[src/rtl/i2c_seg_target.sv]
// I2C write target holding NUM_REGS display registers; SCL/SDA are oversampled on clk_i.
// Optional read support is compiled in with `define I2C_TARGET_READ_EN.
module i2c_seg_target #(
  parameter logic [6:0] TARGET_ADDR = 7'h24,
  parameter int         NUM_REGS    = 4,
  parameter int         FILTER_LEN  = 3
) (
  input  logic                  clk_i,
  input  logic                  reset_i,
  input  logic                  scl_i,
  input  logic                  sda_i,
  output logic                  sda_oe_o,
  output logic [NUM_REGS*8-1:0] regs_o,
  output logic                  wr_pulse_o,
  output logic [7:0]            wr_idx_o,
  output logic                  busy_o
);
  localparam int               CNT_W      = $clog2(FILTER_LEN + 1);
  localparam int               IDX_W      = (NUM_REGS > 1) ? $clog2(NUM_REGS) : 1;
  localparam logic [8:0]       NUM_REGS_9 = 9'(NUM_REGS);
  localparam logic [7:0]       LAST_PTR   = 8'(NUM_REGS - 1);
  localparam logic [CNT_W-1:0] FILT_LAST  = CNT_W'(FILTER_LEN - 1);

  typedef enum logic [3:0] {
    S_IDLE, S_ADDR, S_ADDR_ACK, S_REG, S_REG_ACK, S_WDATA, S_WDATA_ACK,
    S_IGNORE, S_RDATA, S_RDATA_ACK
  } state_e;

  // Stage p0/p1: two-flop synchronizer, bit 0 = SCL, bit 1 = SDA
  logic [1:0]       line_p0_q, line_p1_q;
  // Stage p2: glitch filter and registered copy for edge detection
  logic [1:0]       filt_q, filt_d, prev_q;
  logic [CNT_W-1:0] cnt_q [2];
  logic [CNT_W-1:0] cnt_d [2];

  always_ff @(posedge clk_i) begin
    if (reset_i) begin
      line_p0_q <= 2'b11;
      line_p1_q <= 2'b11;
      filt_q    <= 2'b11;
      prev_q    <= 2'b11;
      cnt_q[0]  <= '0;
      cnt_q[1]  <= '0;
    end else begin
      line_p0_q <= {sda_i, scl_i};
      line_p1_q <= line_p0_q;
      filt_q    <= filt_d;
      prev_q    <= filt_q;
      cnt_q[0]  <= cnt_d[0];
      cnt_q[1]  <= cnt_d[1];
    end
  end

  // A change is accepted only after FILTER_LEN consecutive differing samples.
  always_comb begin
    filt_d = filt_q;
    for (int i = 0; i < 2; i++) begin
      cnt_d[i] = '0;
      if (line_p1_q[i] != filt_q[i]) begin
        if (cnt_q[i] == FILT_LAST) filt_d[i] = line_p1_q[i];
        else                       cnt_d[i]  = cnt_q[i] + CNT_W'(1);
      end
    end
  end

  logic scl_rise, scl_fall, start_det, stop_det;
  logic [7:0] byte_in;
  logic [6:0] shift_q;
  logic [7:0] ptr_q, ptr_nxt;

  assign scl_rise  =  filt_q[0] & ~prev_q[0];
  assign scl_fall  = ~filt_q[0] &  prev_q[0];
  assign start_det = ~filt_q[1] &  prev_q[1] & filt_q[0];
  assign stop_det  =  filt_q[1] & ~prev_q[1] & filt_q[0];
  assign byte_in   = {shift_q, filt_q[1]};
  assign ptr_nxt   = (ptr_q == LAST_PTR) ? 8'd0 : ptr_q + 8'd1;

  state_e     state_q;
  logic [3:0] bit_cnt_q;
  logic       sda_oe_q, wr_pulse_q, busy_q;
  logic [7:0] wr_idx_q;
  logic [7:0] regs_q [NUM_REGS];
`ifdef I2C_TARGET_READ_EN
  logic       rd_q;
  logic [7:0] rd_byte;
  assign rd_byte = regs_q[ptr_q[IDX_W-1:0]];
`endif

  // Stage p3: protocol FSM, all outputs registered
  always_ff @(posedge clk_i) begin
    if (reset_i) begin
      state_q    <= S_IDLE;
      bit_cnt_q  <= '0;
      shift_q    <= '0;
      ptr_q      <= '0;
      sda_oe_q   <= 1'b0;
      wr_pulse_q <= 1'b0;
      wr_idx_q   <= '0;
      busy_q     <= 1'b0;
      for (int k = 0; k < NUM_REGS; k++) regs_q[k] <= '0;
`ifdef I2C_TARGET_READ_EN
      rd_q       <= 1'b0;
`endif
    end else begin
      wr_pulse_q <= 1'b0;
      if (start_det) begin
        state_q   <= S_ADDR;
        bit_cnt_q <= '0;
        sda_oe_q  <= 1'b0;
        busy_q    <= 1'b0;
`ifdef I2C_TARGET_READ_EN
        rd_q      <= 1'b0;
`endif
      end else if (stop_det) begin
        state_q   <= S_IDLE;
        bit_cnt_q <= '0;
        sda_oe_q  <= 1'b0;
        busy_q    <= 1'b0;
      end else begin
        case (state_q)
          S_ADDR, S_REG, S_WDATA: begin
            if (scl_rise) begin
              shift_q   <= byte_in[6:0];
              bit_cnt_q <= bit_cnt_q + 4'd1;
              if (bit_cnt_q == 4'd7) begin
                bit_cnt_q <= '0;
                case (state_q)
                  S_ADDR: begin
                    if (byte_in[7:1] == TARGET_ADDR && !byte_in[0]) begin
                      state_q <= S_ADDR_ACK;
                      busy_q  <= 1'b1;
                    end
`ifdef I2C_TARGET_READ_EN
                    else if (byte_in[7:1] == TARGET_ADDR) begin
                      state_q <= S_ADDR_ACK;
                      busy_q  <= 1'b1;
                      rd_q    <= 1'b1;
                    end
`endif
                    else state_q <= S_IGNORE;
                  end
                  S_REG: begin
                    if ({1'b0, byte_in} < NUM_REGS_9) begin
                      ptr_q   <= byte_in;
                      state_q <= S_REG_ACK;
                    end else begin
                      state_q <= S_IGNORE;
                    end
                  end
                  default: begin
                    regs_q[ptr_q[IDX_W-1:0]] <= byte_in;
                    wr_pulse_q <= 1'b1;
                    wr_idx_q   <= ptr_q;
                    ptr_q      <= ptr_nxt;
                    state_q    <= S_WDATA_ACK;
                  end
                endcase
              end
            end
          end
          // First SCL fall pulls SDA low, the next one releases it.
          S_ADDR_ACK, S_REG_ACK, S_WDATA_ACK: begin
            if (scl_fall) begin
              if (!sda_oe_q) begin
                sda_oe_q <= 1'b1;
              end else begin
                sda_oe_q <= 1'b0;
                if (state_q == S_ADDR_ACK) begin
`ifdef I2C_TARGET_READ_EN
                  if (rd_q) begin
                    sda_oe_q  <= ~rd_byte[7];
                    bit_cnt_q <= 4'd1;
                    state_q   <= S_RDATA;
                  end else begin
                    state_q <= S_REG;
                  end
`else
                  state_q <= S_REG;
`endif
                end else begin
                  state_q <= S_WDATA;
                end
              end
            end
          end
`ifdef I2C_TARGET_READ_EN
          S_RDATA: begin
            if (scl_fall) begin
              if (bit_cnt_q == 4'd8) begin
                sda_oe_q <= 1'b0;
                state_q  <= S_RDATA_ACK;
              end else begin
                sda_oe_q  <= ~rd_byte[3'd7 - bit_cnt_q[2:0]];
                bit_cnt_q <= bit_cnt_q + 4'd1;
              end
            end
          end
          S_RDATA_ACK: begin
            if (scl_rise) begin
              if (!filt_q[1]) begin
                ptr_q     <= ptr_nxt;
                bit_cnt_q <= '0;
                state_q   <= S_RDATA;
              end else begin
                state_q <= S_IGNORE;
              end
            end
          end
`endif
          default: ;
        endcase
      end
    end
  end

  always_comb begin
    for (int k = 0; k < NUM_REGS; k++) regs_o[k*8 +: 8] = regs_q[k];
  end

  assign sda_oe_o   = sda_oe_q;
  assign wr_pulse_o = wr_pulse_q;
  assign wr_idx_o   = wr_idx_q;
  assign busy_o     = busy_q;

endmodule

[config.mk]
export PLATFORM = sky130hd
export DESIGN_NAME = i2c_seg_target
export DESIGN_NICKNAME = d
export VERILOG_FILES = /design/src/rtl/i2c_seg_target.sv
export SDC_FILE = /design/constraint.sdc
export NUM_CORES = 1
export LEC_CHECK = 0
export CELL_PAD_IN_SITES_DETAIL_PLACEMENT = 1
export CELL_PAD_IN_SITES_GLOBAL_PLACEMENT = 2
export CORE_MARGIN = 3
export CORE_UTILIZATION = 35
export CTS_CLUSTER_SIZE = 16
export DETAILED_ROUTE_END_ITERATION = 8
export GPL_TIMING_DRIVEN = 0
export PLACE_DENSITY_LB_ADDON = 0.25
export SLEW_MARGIN = 10
export SYNTH_ARGS = -nofsm -noshare
export SYNTH_HDL_FRONTEND = slang
export SYNTH_SLANG_ARGS = --single-unit
[constraint.sdc]
create_clock -name clk_i -period 3.4 [get_ports clk_i]
set_clock_uncertainty 0.2 [all_clocks]
set_input_delay 0.68 -clock clk_i [delete_from_list [all_inputs] [get_ports clk_i]]
set_output_delay 0.68 -clock clk_i [all_outputs]
set_load 0.1 [all_outputs]
Yosys cells after proc, flatten, opt, wreduce, memory -nomap -nowiden
Memories as Yosys holds them, arrays and structs flattened.
Cells that the tools add are included.

storage, ports and cells
  bits in registers = 42
  bits in writable memories = 36
  input port bits = 4
  output and inout bits = 43
  logic and storage cells = 114
  memories kept = 2

operators by class
  add/sub/neg operators = 4
  order comparisons = 1
  eq/ne operators = 22
  muxes and demuxes = 36
  bitwise gates (word level) = 16
  reduce and logical (&&, ||, !) cells = 19

memory list
  name    depth  bits a word  rd ports  clocked after memory_dff  wr ports  line  text
  regs_q  4      8            4         0                         4         82    logic [7:0] regs_q [NUM_REGS];
  cnt_q   2      2            2         0                         2         33    logic [CNT_W-1:0] cnt_q [2];

operator list
  operator                                             number
  2-to-1 mux 8 bit                                     3
  2-to-1 mux 4 bit                                     5
  == test 4 x 3 -> 1 bit (second input constant)       4
  2-to-1 mux 2 bit                                     8
  != test 4 bit (second input constant)                4
  one-hot mux 4 bit (2 select lines)                   2
  one-hot mux 8 bit (2 select lines)                   1
  2-to-1 mux 1 bit                                     15
  AND reduction 5 bit                                  3
  != test 2 bit (second input constant)                5
  OR reduction 3 bit                                   3
  adder 8 x 1 -> 8 bit (second input constant)         1
  == test 4 x 2 -> 1 bit (second input constant)       2
  == test 8 x 2 -> 1 bit (second input constant)       1
  < comparator 8 x 3 -> 1 bit (second input constant)  1
  inverter 1 bit                                       8
  AND reduction 2 bit                                  4
  OR reduction 8 bit                                   1
  == test 7 x 6 -> 1 bit (second input constant)       1
  AND reduction 7 bit                                  1
  AND 1 bit                                            6
  2-to-1 mux 3 bit                                     2
  AND reduction 6 bit                                  1
  adder 2 x 1 -> 2 bit (second input constant)         2
  11 further kinds                                     14

Longest topological paths before layout
  depth after elaboration = 12
  gate-level depth with buffers = 6
  gate-level depth less buffers = 5

Least setup slack after synthesis
Ideal clock, no wire load.

  path kind = register to register
  start = reg state_q[2]
  end = mem regs_q[1][0], enable pin
  library setup time = 375 ps
  data arrival time = 1904 ps
  required time = 2825 ps
  path slack = 922 ps
  cell stages (with the launch flop) = 7
  path buffers = 2
  clock period less this slack = 2478 ps
  path through = dfxtp_1 > buf_2 > and2_4 > nor4_1 > clkbuf_1 > nand2_1 > o21bai_1

RTL lines
  item                      line  text
  start: declaration        78    state_e state_q;
  start signal: assignment  92    state_q <= S_IDLE;
  start signal: assignment  107   state_q <= S_ADDR;
  start signal: assignment  115   state_q <= S_IDLE;
  end: declaration          82

==> run summary <==
Initial drt markers -> 83
Worst r2r path cells -> 6
I/O Buffers -> 45
Core area -> 9280 um2
Io pins -> 47
# setup viols final -> 0
Yosys warns -> 0
Pint -> 1.27 mW
Die H -> 104 um
Register share of total power -> 55.8%
CTS tree -> yes
Commonest cells after routing, fill and taps aside -> dfxtp_1 (45), clkdlybuf4s50_1 (45), and2_1 (32), edfxtp_1 (32), nor2_1 (23)
Post-DP HPWL -> 5.84 mm
Wire per inst -> 16.2 um
Pleak -> 1.40 nW
RSZ-0062 raised after global routing -> no
Outcome -> completed
Syn avg cell area -> 10.4 um2
Crit path time final -> 2920 ps
Sequential area share after synthesis -> 55.3%
WP data required -> 3200 ps
Max-Slew Margin vs Limit -> 34.0%
RR Startpoint -> bit_cnt_q[0]
Vias -> 2668
CTS sink count -> 77
Max rail drop VDD -> 0.159 mV
Fmax -> 342 MHz
Largest net degree at the start of global routing -> 15
GRT overflow -> 0
Pwr dens -> 422 nW/um2
GPL Wtd Cong -> 0.835
Initial antenna violation count -> 0
Crit-path max FO -> 10
Total GRT Usage -> 15.8%
DR DRC count -> 0
Worst Setup End Kind -> flip-flop
Drt via density -> 5.20
CTS buffer count -> 9
Area grow syn2layout -> 23.6%
Clock Power Share -> 35.2%
Logic gate share of total power -> 9.0%
ANT nets after route -> 0
N_diodes -> 0
Crit path from -> bit_cnt_q[0]
Final period util -> 85.9%
FF-to-FF End -> regs_q[1][7]
Worst setup path end -> regs_q[1][7]
Nets@finish -> 387
Syn Nets -> 331
Sw Ratio -> 27.5%
Vias in the first global route -> 2742
Worst-path clk slew -> 90 ps
Reg2reg setup slack -> 480 ps
CP Launch Type -> flip-flop
Cells after synthesis -> 323
Slew Limit Fails -> 0
DP Worst Slack -> 288 ps
Initial Util -> 36.3%
Number of synthesized register bits -> 77
Setup TNS -> 0 ps
Placed Area -> 3980 um2
Critical setup path kind -> flip-flop to flip-flop
Final WS setup -> 479 ps
Synth cell types -> 49
First-pass GRT wire length -> 13.8 mm
Die area -> 10800 um2
Worst-Margin Slew -> 987 ps
Cell area after layout -> 4160 um2
Chip width -> 104 um
Max Buffers Root-to-Sink -> 2
H-tree lvl count -> 3
Hold Vio Cnt, Final -> 0
Skew-Pair Late Insertion Delay -> 350 ps
Rows -> 35
Crit path arrival time -> 2720 ps
DRT Pass-1 Iters -> 4
Worst min-delay path class -> flip-flop to flip-flop
CTS root buffer -> clkbuf_8
Switch Pwr -> 0.483 mW
Post-synth design cell area -> 3370 um2
WL final -> 8.29 mm
Max cap viols -> 0
Share of cells above drive strength 1 -> 9.64%
[flip-flops by register name (all words and copies together), names as in the netlist]
name        count
regs_q         32
ptr_q           8
wr_idx_o        8
shift_q         7
bit_cnt_q       4
cnt_q           4
state_q         3
filt_q          2
line_p0_q       2
line_p1_q       2
prev_q          2
busy_o          1
sda_oe_o        1
wr_pulse_o      1
[metrics by stage]
step	total power, mW	hold WS (ps)	util (%)	cells
floorplan	1.12	189	-	323
global placement	1.16	194	42.9	497
detailed placement	1.16	201	42.9	497
CTS	1.78	217	44.7	513
global route	1.83	227	44.8	513
finish	1.76	211	44.8	513
[worst min path at each step]
stage                       startpoint           end  cells after the start
after floorplan           line_p0_q[0]  line_p1_q[0]                      1
after global placement    line_p0_q[1]  line_p1_q[1]                      1
after detailed placement  line_p0_q[0]  line_p1_q[0]                      1
after CTS                  cnt_q[0][2]   cnt_q[0][2]                      1
after global routing       cnt_q[0][2]   cnt_q[0][2]                      1
final                      cnt_q[0][2]   cnt_q[0][2]                      1
[power by group through the flow]
| stage | clock network (mW) | logic (mW) | registers (mW) |
|---|---|---|---|
| floorplan | 0 | 0.0229 | 1.10 |
| global placement | 0 | 0.158 | 1.00 |
| detailed placement | 0 | 0.159 | 1.00 |
| CTS | 0.641 | 0.159 | 0.980 |
| global route | 0.682 | 0.164 | 0.982 |
| finish | 0.618 | 0.158 | 0.980 |
[repair_timing]
item                       in CTS  in global routing
buffers inserted                0                  0
hold buffers                    0                  0
setup endpoints to repair       0                 16
resized for setup               0                  2
[area by class of cell]
class / instances / area [um2]
repair buffers: 45 / 450
clock inverters: 7 / 51.3
inverters: 9 / 33.8
multi-input cells: 220 / 1400
flip-flops and latches: 77 / 1860
clock buffers: 9 / 124
plain buffers: 17 / 76.3
fillers: 1052 / 5120
well taps: 129 / 161
[critical path, cell delays in order, from the launching register on]
cell	delay, ps
dfxtp_1	390
ha_1	230
nand3b_1	150
nor4_1	520
clkbuf_1	460
nand2_1	190
o21bai_2	420
[synth_stat cells (all sizes together)]
master,instances,area share (%)
a21oi,20,3.0
and3b,3,0.78
a31o,2,0.52
nand4,3,0.56
a22oi,1,0.22
o221ai,2,0.52
o21bai,2,0.45
or4,3,0.78
nor4,5,1.4
o22ai,2,0.37
a21o,3,0.67
a211oi,7,1.6
o21ai,11,1.6
mux2i,8,2.4
nand2,12,1.3
xor2,2,0.52
o22a,1,0.26
a211o,2,0.52
edfxtp,32,29
nor2b,4,0.74
nor2,23,2.6
nand2b,10,1.9
a32oi,1,0.26
or2,9,1.7
nand3,16,2.4
a41oi,1,0.26
or3,3,0.56
dfxtp,45,27
and3,3,0.56
and4,1,0.26
nand3b,2,0.45
buf,3,0.71
a31oi,5,0.93
a311oi,1,0.26
nor4b,1,0.26
o32ai,4,1.0
xnor2,3,0.78
nor3,7,1.5
clkbuf,14,1.6
inv,9,1.0
and2,33,6.2
ha,4,1.5
[logic make-up after synthesis]
family | after synthesis | share of synthesized area [%]
buf+inv | 26 | 3.27
simple gates | 138 | 23.8
compound gates | 65 | 12.4
fa+ha+maj | 4 | 1.49
xor+xnor | 5 | 1.30
flops | 77 | 55.3
mux | 8 | 2.38
[layer usage]
metal  vias up  track usage (%)  routed length [um]
met5         -                0                   0
met4         0             6.46                 161
met3        18             3.72                 313
met2        58             26.6                4000
met1      1310             19.6                3810
li1       1282                -                   -
No activity file was read; power rests on OpenSTA's default activity.
